===== config.mk =====
export PLATFORM = sky130hd
export DESIGN_NAME = ppi_bus_sequencer
export DESIGN_NICKNAME = d
export VERILOG_FILES = /design/src/rtl/ppi_bus_sequencer.sv
export SDC_FILE = /design/constraint.sdc
export NUM_CORES = 1
export LEC_CHECK = 0
export ABC_AREA = 0
export BUFFER_PORTS_ARGS = -buffer_cell sky130_fd_sc_hd__buf_2
export CAP_MARGIN = 25
export CORE_ASPECT_RATIO = 1.2
export CORE_MARGIN = 5
export CORE_UTILIZATION = 53
export CTS_CLUSTER_DIAMETER = 200
export DETAILED_ROUTE_END_ITERATION = 7
export PLACE_DENSITY = 0.84
export SLEW_MARGIN = 40
export SYNTH_ARGS = -nofsm -noshare
export SYNTH_HDL_FRONTEND = slang
export SYNTH_SLANG_ARGS = --single-unit

===== constraint.sdc =====
create_clock -name CLK -period 5.1 [get_ports CLK]
set_input_delay 0.255 -clock CLK [delete_from_list [all_inputs] [get_ports CLK]]
set_output_delay 0.255 -clock CLK [all_outputs]
set_load 0.02 [all_outputs]

===== src/rtl/ppi_bus_sequencer.sv =====
// Round-robin host bus master for an 8255-style PPI: serialises two requesters
// onto CS/RD/WR/A/D with programmable setup, strobe and hold phase lengths.
module ppi_bus_sequencer #(
   parameter int SETUP  = 1,
   parameter int STROBE = 2,
   parameter int HOLD   = 1
) (
   input  logic        CLK,
   input  logic        RST,
   input  logic [1:0]  REQ,
   input  logic [1:0]  REQ_WR,
   input  logic [3:0]  REQ_A,
   input  logic [15:0] REQ_D,
   output logic [1:0]  GNT,
   output logic [7:0]  RD_DATA,
   output logic        BUSY,
   output logic        CS,
   output logic        RD,
   output logic        WR,
   output logic [1:0]  A,
   output logic [7:0]  D_OUT,
   output logic        D_OE,
   input  logic [7:0]  D_IN
);

   typedef enum logic [2:0] {S_IDLE, S_SETUP, S_STROBE, S_HOLD, S_DONE} state_t;

   // Phase counters load length-1 and the phase ends when they reach zero.
   localparam logic [3:0] SETUP_LD  = 4'(SETUP - 1);
   localparam logic [3:0] STROBE_LD = 4'(STROBE - 1);
   localparam logic [3:0] HOLD_LD   = 4'(HOLD - 1);

   state_t      state_q, state_d;
   logic [3:0]  cnt_q, cnt_d;
   logic        ptr_q, ptr_d;
   logic        win_q, win_d;
   logic        is_wr_q, is_wr_d;
   logic [1:0]  a_q, a_d;
   logic [7:0]  dout_q, dout_d;
   logic [7:0]  rdata_q, rdata_d;
   logic        cs_q, cs_d, rd_q, rd_d, wr_q, wr_d, oe_q, oe_d, busy_q, busy_d;
   logic [1:0]  gnt_q, gnt_d;
   logic        active;

   always_comb begin
      state_d = state_q;
      cnt_d   = cnt_q;
      ptr_d   = ptr_q;
      win_d   = win_q;
      is_wr_d = is_wr_q;
      a_d     = a_q;
      dout_d  = dout_q;
      rdata_d = rdata_q;
      unique case (state_q)
         S_IDLE: begin
            if (|REQ) begin
               // ptr_q names the requester that was not served last
               win_d   = (REQ == 2'b11) ? ptr_q : REQ[1];
               is_wr_d = REQ_WR[win_d];
               a_d     = win_d ? REQ_A[3:2] : REQ_A[1:0];
               dout_d  = win_d ? REQ_D[15:8] : REQ_D[7:0];
               state_d = S_SETUP;
               cnt_d   = SETUP_LD;
            end
         end
         S_SETUP: begin
            if (cnt_q == 4'd0) begin
               state_d = S_STROBE;
               cnt_d   = STROBE_LD;
            end else begin
               cnt_d = cnt_q - 4'd1;
            end
         end
         S_STROBE: begin
            if (cnt_q == 4'd0) begin
               if (!is_wr_q) rdata_d = D_IN;
               state_d = S_HOLD;
               cnt_d   = HOLD_LD;
            end else begin
               cnt_d = cnt_q - 4'd1;
            end
         end
         S_HOLD: begin
            if (cnt_q == 4'd0) begin
               state_d = S_DONE;
               cnt_d   = 4'd0;
            end else begin
               cnt_d = cnt_q - 4'd1;
            end
         end
         S_DONE: begin
            ptr_d   = ~win_q;
            state_d = S_IDLE;
         end
         default: state_d = S_IDLE;
      endcase

      // Pins are decoded from the next state so every output comes straight off a flop.
      active = (state_d == S_SETUP) || (state_d == S_STROBE) || (state_d == S_HOLD);
      cs_d   = !active;
      rd_d   = !((state_d == S_STROBE) && !is_wr_d);
      wr_d   = !((state_d == S_STROBE) && is_wr_d);
      oe_d   = active && is_wr_d;
      gnt_d  = (state_d == S_DONE) ? (win_d ? 2'b10 : 2'b01) : 2'b00;
      busy_d = (state_d != S_IDLE);
   end

   always_ff @(posedge CLK or negedge RST) begin
      if (!RST) begin
         state_q <= S_IDLE;
         cnt_q   <= 4'd0;
         ptr_q   <= 1'b0;
         win_q   <= 1'b0;
         is_wr_q <= 1'b0;
         a_q     <= 2'b00;
         dout_q  <= 8'h00;
         rdata_q <= 8'h00;
         cs_q    <= 1'b1;
         rd_q    <= 1'b1;
         wr_q    <= 1'b1;
         oe_q    <= 1'b0;
         busy_q  <= 1'b0;
         gnt_q   <= 2'b00;
      end else begin
         state_q <= state_d;
         cnt_q   <= cnt_d;
         ptr_q   <= ptr_d;
         win_q   <= win_d;
         is_wr_q <= is_wr_d;
         a_q     <= a_d;
         dout_q  <= dout_d;
         rdata_q <= rdata_d;
         cs_q    <= cs_d;
         rd_q    <= rd_d;
         wr_q    <= wr_d;
         oe_q    <= oe_d;
         busy_q  <= busy_d;
         gnt_q   <= gnt_d;
      end
   end

   assign GNT     = gnt_q;
   assign RD_DATA = rdata_q;
   assign BUSY    = busy_q;
   assign CS      = cs_q;
   assign RD      = rd_q;
   assign WR      = wr_q;
   assign A       = a_q;
   assign D_OUT   = dout_q;
   assign D_OE    = oe_q;

endmodule


After elaboration in Yosys (flattened, before gate mapping)
Cells that the tools add are included.
{ "classes": {"n_addsub": 1, "magnitude_cmp": 1, "n_eq_ne": 10, "muxes": 20, "n_bitwise": 2, "reduce_logical": 18} }
{ "ops": {"columns": ["operator", "count"], "rows": [
  ["$eq 3x2->1 const B", 4],
  ["$mux 3", 4],
  ["$mux 4", 3],
  ["$pmux 3 s4", 1],
  ["$pmux 4 s3", 1],
  ["$mux 8", 1],
  ["$mux 1", 7],
  ["$eq 3x1->1 const B", 2],
  ["$eq 3x3->1 const B", 2],
  ["$mux 2", 3],
  ["$reduce_bool 3->1", 2],
  ["$logic_not 1->1", 4],
  ["$logic_not 4->1", 1],
  ["$reduce_and 2->1", 2],
  ["$reduce_or 2->1", 2],
  ["$sub 4x1->4 const B", 1],
  ["$logic_and 1x1->1", 3],
  ["$logic_not 3->1", 1],
  ["$reduce_and 3->1", 1],
  ["$eq 2x2->1 const B", 1],
  ["$logic_or 1x1->1", 2],
  ["$lt 1x2->1 const B", 1],
  ["$ne 2x2->1 const B", 1],
  ["$not 1->1", 2]
]} }
{ "totals": {"reg_bits": 35, "in_bits": 34, "output_inout_bits": 25, "wordCells": 66} }

Logic depth before layout (Yosys ltp)
{ "depth": {"word_depth": 9, "mapped_depth": 6, "depth_no_buf": 5} }

Worst setup path before layout
No wires, ideal clock.
{ "synth_path": {"path_type": "register to register", "from": "reg cnt_q[0]", "to": "reg rdata_q[0] (netlist: RD_DATA[0])", "setup_ns": 0.125, "arrival_ns": 1.924, "required_time_ns": 4.975, "slack_ns": 3.051, "stages_incl_launch_ff": 7, "n_path_buf": 1, "cell_sequence": "dfrtp_1 > inv_1 > ha_1 > or3b_1 > or4_4 > buf_6 > mux2_4"} }
{ "synth_via": {"elab_chain_len": 2} }
{ "synth_lines": {"columns": ["item", "line_no", "rtl"], "rows": [
  ["start, declared", "34", "logic [3:0] cnt_q, cnt_d;"],
  ["start signal, assigned", "126", "cnt_q <= cnt_d;"],
  ["$logic_not 4->1", "75", "if (cnt_q == 4'd0) begin"],
  ["$reduce_and 3->1 (no line)", null, null],
  ["end signal, assigned", "132", "rdata_q <= rdata_d;"],
  ["end, declared", "40", "logic [7:0] rdata_q, rdata_d;"]
]} }
No other way between the ends.
A chain may end at the register's enable or synchronous reset.

Worst setup path in the final report
{ "layout_path": {"from": "reg cnt_q[0]", "to": "reg rdata_q[3] (netlist: RD_DATA[3])"} }
Same word-level chain as after synthesis.

==> impl_metrics.ini <==
[outcome]
outcome = finished, final reports clean

[timing]
fmax_ghz = 0.461
skew_ns = 0.0125
fin_crit_ns = 2.17
worstMarginPinSlew_ns = 0.703
worst_slack_ns = 2.93
slew-limit-headroom_pct = 53.1
hold_viol = 0
rsz0062_at_grt = no
finalSetupViolations = 0
setup-tns-final_ns = 0
drv_slew = 0
period_share_pct = 42.5

[die]
dieArea_mm2 = 0.00435
initial_core_util_pct = 54.8
core_mm2 = 0.00303
io_pins = 59
die_h_um = 71.3
die_width_um = 61.1
num_rows = 22

[clock_network]
root_buffer = clkbuf_4
clk_pin_slew_ns = 0.10
clockBufferDepth = 2
insertion_delay_ns = 0.34
htree_levels = 2
cts_sinks = 35
cts_tree = yes
cts_buffers = 5

[critical_path]
path_cells = inv_1 -> ha_1 -> or3b_1 -> or4_4 -> mux2_4
cp_max_fo = 8
cp.required_ns = 5.33
crit_path_top_delay_cell = or4_4
cp-start-kind = register
cp_data_arrival_time_ns = 2.40
max_stage_delay_ns = 0.60
reg2reg_from = cnt_q[0]$_DFFE_PN0P_
endpoint_kind = register
crit_type = reg -> reg
crit_start = cnt_q[0]$_DFFE_PN0P_

[power]
p_int_uw = 737
switching_share_pct = 42.6
sequentialPowerShare_pct = 39.4
p_leak_nw = 0.963
combinationalPowerShare_pct = 49.3
netSwitchingPower_uw = 546
powerDensity_mw_per_mm2 = 634
clockPowerShare_pct = 11.4
peakVddDrop_mv = 0.355

[synthesis]
ys_ff_latch = 35
syn_area_per_cell_um2 = 10.8
synth-seq-area-share_pct = 53.0
ys_warn_count = 0
synth_area_mm2 = 0.00166
yosys.cell_types.count = 41
synth_nets = 189
syn_inst = 153

[route]
routedWlPerCell_um = 15.9
vias = 1431
firstDrtPassIters = 4
drtAntennaViolNets = 0
initialDrtViolationCount = 35
routed_wirelength_um = 3920
remaining_drc_errors = 0
viasPerCell = 5.79

[job]
max_cap_violations = 0

[final_layout]
area_growth_pct = 21.9
drive_above_1_share_pct = 40.8
fillers = 259
num_antenna_cells = 0
instances_no_fill = 247
final_nets = 246

[global_route]
grt-ovfl-total = 0
track_usage_pct = 19.1
grt_pass1_vias = 1408
grt_pass1_wl_um = 6410
grt_max_degree = 36
antenna_found_initial = 0

[placed_design]
io_buffer_count = 58
place_congestion = 0.794
dp_slack_ns = 2.95
hpwl_um = 2980
dp.cells = 238

[worst_hold_path]
min_path_type = in -> reg
min_from = D_IN[1]
-- cell type report --
| class | instances | area (µm²) | area share, % |
|---|---|---|---|
| Inverter | 6 | 22.5 | 1.11 |
| Timing Repair Buffer | 60 | 310 | 15.3 |
| Multi-Input combinational cell | 102 | 712 | 35.2 |
| Clock buffer | 6 | 41.3 | 2.04 |
| Tap cell | 36 | 45.0 | 2.23 |
| Clock inverter | 2 | 12.5 | 0.618 |
| Sequential cell | 35 | 880 | 43.5 |
-- worst paths after layout --
check | to | slack (ns) | cells after the start
worst max-delay path | RD_DATA[3]$_DFFE_PN0P_ | 2.93 | 5
worst min-delay path | RD_DATA[1]$_DFFE_PN0P_ | 0.15 | 2
worst max register to register | RD_DATA[3]$_DFFE_PN0P_ | 2.93 | 5
worst min register to register | ptr_q$_DFFE_PN0N_ | 0.46 | 1
max in group asynchronous | CS$_DFF_PN1_ | 4.38 | 2
min in group asynchronous | state_q[2]$_DFF_PN0_ | 0.38 | 2
-- synth_stat cells --
master,number,share of area [%]
or3b_2,1,0.53
or2_2,3,1.1
a31oi_1,12,4.5
or2b_1,1,0.45
clkbuf_1,9,2.0
nor2_1,3,0.68
and2_1,1,0.38
a21boi_0,1,0.45
nor4_1,2,0.75
a21oi_1,12,3.6
xnor2_1,1,0.53
or4_1,1,0.45
o22ai_1,1,0.38
a2111oi_0,1,0.53
o221a_2,1,0.68
a21o_1,1,0.45
nor3_1,3,0.90
dfrtp_1,32,48
inv_1,6,1.4
dfstp_2,3,4.8
nor4b_1,1,0.53
nand2_1,4,0.90
o21ai_0,13,3.9
ha_1,2,1.5
nand4bb_1,1,0.68
nand3b_1,1,0.45
nor3b_1,1,0.45
xor2_1,1,0.53
buf_6,1,0.68
a31o_2,2,1.1
or3b_1,1,0.53
o22a_1,1,0.53
or4_4,1,0.68
a311oi_1,1,0.53
o311ai_0,1,0.53
nor2b_1,2,0.75
mux2_4,8,7.2
nand2b_1,4,1.5
a22o_1,1,0.53
or4b_2,1,0.60
nand3_1,10,3.0
-- stage by stage --
stage	hold slack (ns)	cell area (µm²)	power, mW	util [%]
2_1_floorplan	-0.0406	1660	0.945	-
3_3_place_gp	0.354	1960	1.10	64.6
3_5_place_dp	0.367	1960	1.14	64.6
4_1_cts	0.140	2020	1.29	66.7
5_1_grt	0.126	2020	1.38	66.8
6_report	0.150	2020	1.28	66.8
-- cells by family after synthesis --
group | Yosys count | synth area share, %
adder cells (fa/ha/maj) | 2 | 1.51
multiplexers | 8 | 7.24
AO/OA/AOI/OAI | 48 | 17.7
AND/OR/NAND/NOR | 42 | 15.4
flip-flops | 35 | 53.0
XOR/XNOR | 2 | 1.06
buffers and inverters | 16 | 4.07
-- layout by cell type (no fill, tap or decap), drive strengths merged, types with 3 or more instances in the layout --
master / count
inv: 6
o21ai: 13
nand2: 4
a31oi: 12
dfstp: 3
dfrtp: 32
nand3: 10
clkbuf: 6
mux2: 8
or2: 3
a21oi: 12
nor3: 3
buf: 59
nor2: 3
nand2b: 4
-- routing by layer --
metal  track usage (%)  routed length (µm)  share of wire (%)  up-vias
met5                 0                   0                  0        -
met4              4.34                  53                1.4        0
met3              4.86                 358                9.1        5
met2              31.8                1910                 49       65
met1              24.6                1600                 41      687
li1                  -                   -                  -      674
-- worst max-delay path, delay by kind of cell (launching register included) --
family	cells	cell delay, ns
muxes	1	0.34
adders and majority gates	1	0.20
and+or+nand+nor	2	0.99
DFF	1	0.44
buffers and inverters	1	0.10
-- power groups by stage --
stage,clock network (mW),logic (mW),registers (mW)
6_report,0.146,0.632,0.505
3_5_place_dp,0,0.634,0.509
4_1_cts,0.148,0.635,0.505
5_1_grt,0.163,0.693,0.526
2_1_floorplan,0,0.354,0.590
3_3_place_gp,0,0.601,0.500
-- flip-flops by register name, summed over array words and instances, names as in the netlist --
register / flops
ptr_q: 1
cnt_q: 4
D_OUT: 8
WR: 1
D_OE: 1
GNT: 2
win_q: 1
state_q: 3
BUSY: 1
RD_DATA: 8
A: 2
CS: 1
is_wr_q: 1
RD: 1
-- what timing repair did --
item | CTS | global route
buffers inserted | 0 | 0
hold buffers | 1 | 0
endpoints found under the hold margin | 26 | 0
resized for setup | 0 | 0
No activity file was read; power rests on OpenSTA's default activity.
